<file path="src/rtl/countdown_control.sv">
`timescale 1ns/1ps
// Control stage for the seconds/tens/minutes downcounter chain. It debounces the
// start and clear buttons, runs the timer state machine, paces counting and blinks the alarm.
module countdown_control #(
    parameter int TICK_DIV    = 100,
    parameter int DEBOUNCE    = 8,
    parameter int ALARM_TICKS = 10,
    parameter int MIN_W       = 4
) (
    input  logic             clk,
    input  logic             reset,
    input  logic             btn_start,
    input  logic             btn_clear,
    input  logic [MIN_W-1:0] sw_minutes,
    input  logic             all_zero,
    output logic             load,
    output logic [MIN_W-1:0] load_minutes,
    output logic             count_en,
    output logic             running,
    output logic             alarm,
    output logic [1:0]       state
);

    localparam int PW = (TICK_DIV > 1) ? $clog2(TICK_DIV) : 1;
    localparam int DW = (DEBOUNCE > 1) ? $clog2(DEBOUNCE) : 1;
    localparam int AW = (ALARM_TICKS > 1) ? $clog2(ALARM_TICKS) : 1;
    localparam int B_START = 0;
    localparam int B_CLEAR = 1;

    typedef enum logic [1:0] {
        IDLE    = 2'd0,
        RUNNING = 2'd1,
        PAUSED  = 2'd2,
        EXPIRED = 2'd3
    } state_t;

    logic [1:0]         raw_p0;
    logic [1:0]         raw_p1;
    logic [1:0]         deb_lvl;
    logic [1:0][DW-1:0] deb_cnt;
    logic [1:0]         press;

    state_t           state_q, state_n;
    logic [PW-1:0]    presc_q, presc_n, presc_inc;
    logic [AW-1:0]    acnt_q, acnt_n;
    logic [MIN_W-1:0] lmin_n;
    logic             load_n, cen_n, alarm_n;
    logic             start_hit, clear_hit, presc_wrap;

    // Button path: two-stage synchronizer, then a level that only follows a
    // sustained mismatch; the press pulse fires on the accepted rising level.
    always_ff @(posedge clk or posedge reset) begin
        if (reset) begin
            raw_p0  <= '0;
            raw_p1  <= '0;
            deb_lvl <= '0;
            deb_cnt <= '0;
            press   <= '0;
        end else begin
            raw_p0 <= {btn_clear, btn_start};
            raw_p1 <= raw_p0;
            press  <= '0;
            for (int i = 0; i < 2; i++) begin
                if (raw_p1[i] != deb_lvl[i]) begin
                    if (deb_cnt[i] == DW'(DEBOUNCE - 1)) begin
                        deb_lvl[i] <= raw_p1[i];
                        deb_cnt[i] <= '0;
                        press[i]   <= raw_p1[i];
                    end else begin
                        deb_cnt[i] <= deb_cnt[i] + 1'b1;
                    end
                end else begin
                    deb_cnt[i] <= '0;
                end
            end
        end
    end

    assign clear_hit  = press[B_CLEAR];
    assign start_hit  = press[B_START] & ~press[B_CLEAR];
    assign presc_inc  = presc_q + 1'b1;
    assign presc_wrap = (presc_q == PW'(TICK_DIV - 1));

    always_comb begin
        state_n = state_q;
        presc_n = presc_q;
        acnt_n  = acnt_q;
        lmin_n  = load_minutes;
        load_n  = 1'b0;
        cen_n   = 1'b0;
        alarm_n = 1'b0;
        case (state_q)
            IDLE: begin
                if (start_hit) begin
                    load_n  = 1'b1;
                    lmin_n  = sw_minutes;
                    state_n = RUNNING;
                    presc_n = '0;
                end
            end
            RUNNING: begin
                if (clear_hit) begin
                    load_n  = 1'b1;
                    state_n = IDLE;
                    presc_n = '0;
                end else if (start_hit) begin
                    state_n = PAUSED;
                end else if (presc_wrap) begin
                    presc_n = '0;
                    if (all_zero) begin
                        state_n = EXPIRED;
                        acnt_n  = '0;
                        alarm_n = 1'b1;
                    end else begin
                        cen_n = 1'b1;
                    end
                end else begin
                    presc_n = presc_inc;
                end
            end
            PAUSED: begin
                if (clear_hit) begin
                    load_n  = 1'b1;
                    state_n = IDLE;
                    presc_n = '0;
                end else if (start_hit) begin
                    state_n = RUNNING;
                end
            end
            EXPIRED: begin
                // Either button silences the alarm; otherwise blink for a fixed number of periods.
                if (clear_hit || start_hit) begin
                    state_n = IDLE;
                    presc_n = '0;
                end else if (presc_wrap) begin
                    presc_n = '0;
                    if (acnt_q == AW'(ALARM_TICKS - 1)) begin
                        state_n = IDLE;
                    end else begin
                        acnt_n  = acnt_q + 1'b1;
                        alarm_n = 1'b1;
                    end
                end else begin
                    presc_n = presc_inc;
                    alarm_n = (presc_inc < PW'(TICK_DIV / 2));
                end
            end
            default: state_n = IDLE;
        endcase
    end

    always_ff @(posedge clk or posedge reset) begin
        if (reset) begin
            state_q      <= IDLE;
            presc_q      <= '0;
            acnt_q       <= '0;
            load         <= 1'b0;
            load_minutes <= '0;
            count_en     <= 1'b0;
            running      <= 1'b0;
            alarm        <= 1'b0;
        end else begin
            state_q      <= state_n;
            presc_q      <= presc_n;
            acnt_q       <= acnt_n;
            load         <= load_n;
            load_minutes <= lmin_n;
            count_en     <= cen_n;
            running      <= (state_n == RUNNING);
            alarm        <= alarm_n;
        end
    end

    assign state = state_q;

endmodule

</file>
<file path="config.mk">
export PLATFORM = sky130hd
export DESIGN_NAME = countdown_control
export DESIGN_NICKNAME = d
export VERILOG_FILES = /design/src/rtl/countdown_control.sv
export SDC_FILE = /design/constraint.sdc
export NUM_CORES = 1
export LEC_CHECK = 0
export CAP_MARGIN = 20
export CELL_PAD_IN_SITES_DETAIL_PLACEMENT = 1
export CELL_PAD_IN_SITES_GLOBAL_PLACEMENT = 1
export CORE_ASPECT_RATIO = 0.6
export CORE_MARGIN = 3
export CORE_UTILIZATION = 47
export CTS_CLUSTER_SIZE = 25
export DETAILED_ROUTE_END_ITERATION = 16
export PLACE_DENSITY = 0.88
export SYNTH_ARGS = -nofsm -noshare
export SYNTH_HDL_FRONTEND = slang
export SYNTH_SLANG_ARGS = --single-unit
</file>
<file path="constraint.sdc">
create_clock -name clk -period 6.29 [get_ports clk]
set_input_delay 0.629 -clock clk [delete_from_list [all_inputs] [get_ports clk]]
set_output_delay 0.629 -clock clk [all_outputs]
set_load 0.05 [all_outputs]
</file>
Yosys cells after proc, flatten, opt, wreduce, memory -nomap -nowiden
Index checks and enable logic that the tools add are counted.
{ "word_totals": {"word_cells": 100, "in_bits": 9, "out_inout_bits": 10, "reg_bits": 35} }
{ "op_classes": {"muxes": 49, "reduce_logical": 9, "bitwise_logic": 2, "addsub": 4, "n_lt_le_gt_ge": 1, "eq_ne": 20} }
{ "op_table": {"columns": ["cell", "n"], "rows": [
  ["$mux W7", 6],
  ["$mux W4", 7],
  ["$pmux W7 S4", 1],
  ["$mux W1", 18],
  ["$mux W2", 9],
  ["$ne A2 B2 Y1 const B", 9],
  ["$mux W3", 4],
  ["$pmux W2 S4", 1],
  ["$pmux W4 S2", 1],
  ["$reduce_and A8 Y1", 1],
  ["$add A7 B1 Y7 const B", 1],
  ["$eq A7 B7 Y1 const B", 1],
  ["$lt A7 B6 Y1 const B", 1],
  ["$add A3 B1 Y3 const B", 2],
  ["$eq A3 B3 Y1 const B", 2],
  ["$reduce_and A2 Y1", 3],
  ["$add A4 B1 Y4 const B", 1],
  ["$eq A2 B1 Y1 const B", 2],
  ["$eq A2 B2 Y1 const B", 2],
  ["$eq A4 B4 Y1 const B", 1],
  ["$pmux W1 S2", 2],
  ["$ne A3 B3 Y1 const B", 1],
  ["$reduce_and A3 Y1", 1],
  ["$logic_not A2 Y1", 1],
  ["other kinds (6)", 7]
]} }

Longest topological paths before layout
Gate-level depths: netlist of the first run.
{ "logic_depth": {"ltp_word": 6, "ltp_mapped": 7, "mapped_depth_nobuf": 6} }

Least setup slack after synthesis of the first run
OpenSTA, ideal clock, no wires.
{ "synth_timing": {"path_kind": "reg2reg", "start": "reg state_q[0], in the netlist state[0]", "end": "reg running", "synth_period_minus_slack_ps": 2317, "setup_time_ps": 82, "setup_slack_ps": 3973, "path_buffers": 0, "t_arrival_ps": 2235, "stages_incl_launch_ff": 7, "t_required_ps": 6208, "cell_sequence": "dfrtp_1 > inv_1 > ha_1 > or2b_2 > or4_1 > a211o_1 > a22oi_2"} }
{ "synth_between": {"elab_chain_cells": 6, "word_cells_on_any_way": 15, "classes_between": "eq/ne (4); mux (10); reduce/logical (1)"} }
{ "synth_lines": {"columns": ["element", "line_no", "text"], "rows": [
  ["start: declaration", "43", "state_t state_q, state_n;"],
  ["start signal: assignment", "163", "state_q <= state_n;"],
  ["$mux W2", "110", "if (all_zero) begin"],
  ["$mux W2", "108", "end else if (presc_wrap) begin"],
  ["$mux W2", "106", "end else if (start_hit) begin"],
  ["$mux W2", "102", "if (clear_hit) begin"],
  ["$pmux W2 S4 *", "92", "case (state_q)"],
  ["$eq A2 B1 Y1 *", "169", "running <= (state_n == RUNNING);"],
  ["end signal: assignment", "169", null],
  ["end: declaration", "19", "output logic running,"]
]} }
Mark *: on every way between the ends. The rest lies on a longest branch, timed or not.
A chain may end at the register's enable or synchronous reset.

Worst setup path in the final report of the first run
{ "layout_timing": {"start": "reg presc_q[1]", "end": "reg acnt_q[3]"} }
{ "layout_between": {"elab_chain_cells": 3, "word_cells_on_any_way": 4, "classes_between": "eq/ne (3); reduce/logical (1)"} }
{ "layout_lines": {"columns": ["element", "line_no", "text"], "rows": [
  ["start: declaration", "44", "logic [PW-1:0] presc_q, presc_n, presc_inc;"],
  ["start signal: assignment", "164", "presc_q <= presc_n;"],
  ["$eq A7 B7 Y1 *", "82", "assign presc_wrap = (presc_q == PW'(TICK_DIV - 1));"],
  ["$ne A2 B2 Y1 (no line)", null, null],
  ["$reduce_and A8 Y1 (no line) *", null, null],
  ["end signal: assignment", "165", "acnt_q <= acnt_n;"],
  ["end: declaration", "45", "logic [AW-1:0] acnt_q, acnt_n;"]
]} }
Marks and branches as above.

==> results of run 1 <==
## stage by stage
step / util (%) / power (uW) / area [sq um]
CTS: 61.2 / 865 / 2120
detailed placement: 58.2 / 676 / 2020
floorplan: - / 577 / 1800
global route: 61.2 / 914 / 2120
finish: 61.2 / 862 / 2120
global placement: 58.2 / 642 / 2020
## flip-flops by register name (all words and copies together) (netlist names), 4 cells and up
register      cells
acnt_q            4
deb_cnt           6
load_minutes      4
presc_q           7
## how the worst min path moves through the flow
stage,from,to
5_1_grt,raw_p0[0]$_DFF_PP0_,raw_p1[0]$_DFF_PP0_
6_report,raw_p0[1]$_DFF_PP0_,raw_p1[1]$_DFF_PP0_
3_3_place_gp,raw_p0[1]$_DFF_PP0_,raw_p1[1]$_DFF_PP0_
4_1_cts,raw_p0[1]$_DFF_PP0_,raw_p1[1]$_DFF_PP0_
3_5_place_dp,raw_p0[1]$_DFF_PP0_,raw_p1[1]$_DFF_PP0_
2_1_floorplan,raw_p0[0]$_DFF_PP0_,raw_p1[0]$_DFF_PP0_
## placed cells by master, fill, tap and decap left out, types with 2 or more instances in the layout
master,instances
a211o_1,2
a211oi_1,2
a21o_1,3
a21oi_1,5
a22o_1,3
and2_1,4
clkbuf_8,7
clkdlybuf4s50_1,18
dfrtp_1,35
ha_1,12
inv_1,10
mux2_2,5
nand2_1,9
nand2b_1,5
nand3_1,7
nand3b_1,2
nor2_1,7
nor3b_1,3
nor4_1,2
nor4b_1,2
o21ai_0,5
o21bai_1,3
o2bb2ai_1,2
o31ai_1,2
or2b_2,2
or3_1,3
xnor2_1,2
## final cells by class
class                   count  area (sq um)  area share [%]
flip-flops and latches     35           876            41.3
repair buffers             19           188            8.85
clock inverters             1          7.51           0.354
well taps                  45          56.3            2.65
inverters                  10          37.5            1.77
clock buffers               7          96.3            4.54
multi-input cells         115           860            40.5
## cells by family after synthesis
kind of cell	synth area share, %
and+or+nand+nor	18.5
AOI/OAI and AO/OA	15.7
DFF	48.6
buffers and inverters	3.68
adders and majority gates	8.33
muxes	3.68
xor gates and xnor gates	1.46
## where the power goes
part / switching [uW] / internal [uW] / leakage (uW)
registers: 52.5 / 279 / 0.000434
clock network: 84.7 / 99.6 / 0.0000505
logic: 196 / 149 / 0.000483
## critical path, cell delays in order (launching register included)
cell and delay [ns]:
dfrtp_1 0.42, ha_1 0.28, or4b_1 0.59, nor4_1 0.83, and2_1 0.29, o211ai_1 0.10
## routing by layer
layer | wire length (um) | track usage [%] | up-vias | share of wire, %
li1 | - | - | 637 | -
met1 | 1940 | 23.5 | 688 | 45
met2 | 2170 | 38.6 | 27 | 51
met3 | 143 | 4.59 | 7 | 3.3
met4 | 38 | 5.53 | 0 | 0.89
met5 | 0 | 0 | - | 0
==> results.txt, run 1 <==
Ys async rst share -> 100%
R2r worst-path depth -> 5
Largest net degree at the start of global routing -> 36
Period utilization -> 41.8%
CTS H-tree depth -> 2
GP Congestion -> 0.810
Pleak -> 0.000967 uW
Measured slew at the worst slew-check pin -> 1.04 ns
Final Slew Violations -> 0
GR Util All Layers -> 20.3%
Cell with the most instances after synthesis -> dfrtp_1
Fin crit period -> 2.63 ns
Antenna diode count -> 0
Synth unique cells -> 52
Cells after DPL -> 224
Pre-antenna DRT Iters -> 4
Max FO, Critical Path -> 7
Core footprint -> 3460 sq um
CTS Root Cell -> clkbuf_8
P&R area growth vs syn -> 17.7%
Yosys top cell area share -> 48.6%
Crit path required time -> 6.46 ns
FP Rows -> 16
Fin. Hold Viols -> 0
Critical Path AT -> 2.80 ns
Setup ws final -> 3.66 ns
RSZ-0062 raised after global routing -> no
# fillers -> 375
Worst setup EP type -> flop
Hpwl dp -> 3050 um
#FFs+latches synth -> 35
F_max -> 380 MHz
Mapped Nets -> 186
Non-filler cells, final -> 232
Synth area leader -> dfrtp_1
Yosys warns -> 0
Max-cap viol count -> 0
Setup TNS -> 0 ns
Congestion Overflow GR -> 0
Vias in the first global route -> 1,440
Layout cells sized above 1 -> 12.3%
Buffers on Ports -> 18
Post-CTS Resized -> 0
Critical path capture point -> acnt_q[3]$_DFFE_PP0P_
Relative slew slack -> 30.0%
Residual DRC count -> 0
Seq/Total Area, Yosys -> 48.6%
DIE HEIGHT -> 54.0 um
Clock Skew -> 0.00881 ns
Longest Clk Path Bufs -> 2
Wire per inst -> 18.5 um
# IOs -> 19
VDD IR max -> 0.202 mV
Largest cells by area after synthesis -> dfrtp_1 49%, ha_1 8.3%, mux2_2 3.1%
# hold bufs at CTS -> 0
First-pass GRT wire length -> 6990 um
Drt initial violations -> 77
P per Cell Area -> 406 nW/um^2
Hold path depth -> 0
Initial Util -> 52.0%
Status -> finished, final reports clean
Num CTS Buffers -> 5
Die W -> 85.9 um
Detail Route Antenna Nets -> 0
Post-synth EDFFs -> 0
Mapped Cells -> 165
Initial antenna violation count -> 0
Hold WS -> 0.351 ns
CTS sink count -> 35
Crit path launch type -> flop
Via Count -> 1,359
Post-CTS setup buffers -> 0
Routed Wire Length -> 4290 um
Die ar. -> 4640 sq um
R2R setup slack -> 3.66 ns
Hold Crit Class -> flop to flop
Final net count -> 207
Critical path origin -> presc_q[1]$_DFFE_PP0P_
Crit path kind -> flop to flop
Vias per cell -> 5.86
TritonCTS clock tree -> built
Clk slew on worst S/H paths -> 0.07 ns
Reg-to-Reg End -> acnt_q[3]$_DFFE_PP0P_
Pre-CTS setup slack -> 3.70 ns
Commonest cells in the netlist -> 35 x dfrtp_1, 12 x ha_1, 10 x inv_1
Avg Cell Area, Syn -> 10.9 sq um
RR Startpoint -> presc_q[1]$_DFFE_PP0P_
Clk_lat worst skew -> 0.29 ns
Synth Cell Area -> 1800 sq um
Final setup violation count -> 0
Primary FF master, synth -> dfrtp_1
No activity file was read; power rests on OpenSTA's default activity.
==> inputs of run 2 (changes only) <==
--- a/config.mk
+++ b/config.mk
@@ -10,10 +10,10 @@
 export CELL_PAD_IN_SITES_GLOBAL_PLACEMENT = 1
 export CORE_ASPECT_RATIO = 0.6
 export CORE_MARGIN = 3
-export CORE_UTILIZATION = 47
+export CORE_UTILIZATION = 40
 export CTS_CLUSTER_SIZE = 25
 export DETAILED_ROUTE_END_ITERATION = 16
-export PLACE_DENSITY = 0.88
+export PLACE_DENSITY = 0.8
 export SYNTH_ARGS = -nofsm -noshare
 export SYNTH_HDL_FRONTEND = slang
 export SYNTH_SLANG_ARGS = --single-unit
==> constraint.sdc (replaced) <==
create_clock -name clk -period 2.1 [get_ports clk]
set_input_delay 0.21 -clock clk [delete_from_list [all_inputs] [get_ports clk]]
set_output_delay 0.21 -clock clk [all_outputs]
set_load 0.05 [all_outputs]
==> run 2 against run 1 <==
  * The run now ends with setup timing left
  * Worst setup slack got worse by 3.7 ns
  * Core utilization decreased by 6.3 points
  * Power grew to 3.4 times the previous value
  * Via count up 7.0%
  * Sequential power grew to 2.9 times the previous value
  * Global-route usage down 1.1 points
  * Clock-buffer cell count down 1
  * Combinational power increased to 3.8 times the previous value
  * Clock power rose to 3.5 times the previous value
==> results.txt, run 2 (synthesized netlist as in run 1, its figures left out) <==
Status -> complete, but fails checks
Failing checks -> setup timing
Hold WS -> 0.317 ns (-0.0346 ns)
Wire per inst -> 18.5 um (+0.14%)
Die W -> 92.6 um (+7.8%)
Longest Clk Path Bufs -> 2 (unchanged)
Max incr delay on CP -> 0.52 ns (-0.31 ns)
Commonest non-fill, non-tap cell in the layout -> dfrtp_1
Vias per cell -> 5.55 (-5.3%)
Die ar. -> 5370 sq um (+16%)
Detail Route Antenna Nets -> 0 (unchanged)
Core footprint -> 4210 sq um (+22%)
Dpl cell area -> 2140 sq um (+6.1%)
Hpwl dp -> 3290 um (+7.9%)
# fillers -> 472 (+26%)
P&R area growth vs syn -> 28.4%
Layout cells sized above 1 -> 23.3% (+11 points)
F_max -> 476 MHz (+25%)
Hold Crit Class -> primary input to async pin
# IOs -> 19 (unchanged)
Pleak -> 0.00105 uW (+8.7%)
Setup TNS -> -0.00255 ns (-0.00255 ns)
Fin. Hold Viols -> 0 (unchanged)
Max reg flops -> 7 (unchanged)
Largest reg by FF count -> presc_q
Largest net degree at the start of global routing -> 36 (unchanged)
Via Count -> 1,454 (+7.0%)
Fin crit period -> 2.10 ns (-0.526 ns)
CTS Root Cell -> clkbuf_8
Biggest regs -> presc_q (7), deb_cnt (6)
Final net count -> 222 (+7.2%)
Period utilization -> 100% (+58 points)
First-pass GRT wire length -> 7800 um (+12%)
VDD IR max -> 0.625 mV (+210%)
Measured slew at the worst slew-check pin -> 0.532 ns (-0.508 ns)
Worst setup EP type -> flop
FP Rows -> 18 (+2)
CTS H-tree depth -> 2 (unchanged)
RSZ-0062 raised after global routing -> yes
Num CTS Buffers -> 5 (unchanged)
Crit path kind -> flop to flop
Final Slew Violations -> 0 (unchanged)
Relative slew slack -> 64.4% (+34 points)
Crit path buffers/inverters -> 2 (+2)
R2R setup slack -> -0.003 ns (-3.66 ns)
Crit path required time -> 2.32 ns (-4.14 ns)
GR Util All Layers -> 19.2% (-1.1 points)
Most frequent cells in the layout -> 33 x dfrtp_1, 18 x clkdlybuf4s50_1, 16 x buf_4
Antenna diode count -> 0 (unchanged)
Initial Util -> 42.8% (-9.2 points)
Critical Path AT -> 2.33 ns (-0.47 ns)
Drt initial violations -> 45 (-42%)
Critical path, cell by cell -> buf_4 -> ha_1 -> or3b_2 -> o2bb2ai_1 -> buf_4 -> nor2_1 -> a22o_1
Congestion Overflow GR -> 0 (unchanged)
GP Congestion -> 0.814 (+0.54%)
Routed Wire Length -> 4850 um (+13%)
Initial antenna violation count -> 0 (unchanged)
Max FO, Critical Path -> 8 (+1)
Vias in the first global route -> 1,567 (+8.8%)
Clk slew on worst S/H paths -> 0.07 ns (about the same)
Clock Skew -> 0.00579 ns (-0.00302 ns)
Post-route cell area -> 2310 sq um (+9.1%)
Max-cap viol count -> 0 (unchanged)
P per Cell Area -> 1260 nW/um^2 (+210%)
Crit path launch type -> flop
R2r worst-path depth -> 7 (+2)
TritonCTS clock tree -> built
CP top delay family -> simple AND/OR/NAND/NOR gates
CTS sink count -> 35 (unchanged)
Setup ws final -> -0.00255 ns (-3.66 ns)
Critical path depth in cells -> 7 (+2)
Residual DRC count -> 0 (unchanged)
DIE HEIGHT -> 58.0 um (+7.5%)
Final setup violation count -> 1 (+1)
Pre-antenna DRT Iters -> 4 (unchanged)
Buffers on Ports -> 18 (unchanged)
Clk_lat worst skew -> 0.29 ns (about the same)
Worst path most repeated cell -> buf_4
Slowest cell on crit path -> or3b_2
-- run 2: report_power, final --
group          internal [uW]  switching, uW  total (uW)  leakage, uW
clock                    384            252         637    0.0000612
sequential               838            130         968     0.000432
combinational            614            708        1320     0.000558
-- run 2: worst paths after layout --
path,from,endpoint
max,state[1]$_DFF_PP0_,presc_q[1]$_DFFE_PP0P_
min,reset,presc_q[3]$_DFFE_PP0P_
max reg2reg,state[1]$_DFF_PP0_,presc_q[1]$_DFFE_PP0P_
min reg2reg,raw_p0[1]$_DFF_PP0_,raw_p1[1]$_DFF_PP0_
max in group asynchronous,reset,state[1]$_DFF_PP0_
min in group clk,btn_start,raw_p0[0]$_DFF_PP0_
-- run 2: worst min-delay path: stages --
cell	delay, ns
clkdlybuf4s50_1	0.39
inv_1	0.05
buf_4	0.39
-- run 2: cell type report --
type	instances	area, sq um	share of cell area [%]
inverter	10	37.5	1.62
timing repair buffer	34	300	13.0
clock inverter	2	35.0	1.51
clock buffer	6	82.6	3.57
tap	60	75.1	3.24
sequential	35	878	38.0
multi-input combinational	115	905	39.1
-- run 2: metrics by stage --
step / instances / worst slack, ns / power [uW] / util (%)
final: 262 / -0.00255 / 2930 / 54.9
after global routing: 262 / -0.0745 / 3140 / 54.9
after CTS: 258 / 0.00812 / 2880 / 53.7
after detailed placement: 250 / 0.0279 / 2200 / 50.8
after global placement: 250 / 0.119 / 2100 / 50.8
after floorplan: 165 / -0.00333 / 1780 / -
-- run 2: metal layers --
metal	up-vias	wire, um	global-route usage, %
li1	663	-	-
met1	746	2030	23.1
met2	35	2480	33.9
met3	10	237	4.41
met4	0	95	7.52
met5	-	0	0
-- run 2: what timing repair did --
item	CTS	global route
pin swaps	0	4
resized for setup	1	5
setup buffers	0	4
hold buffers	0	0
endpoints found under the setup margin	1	6
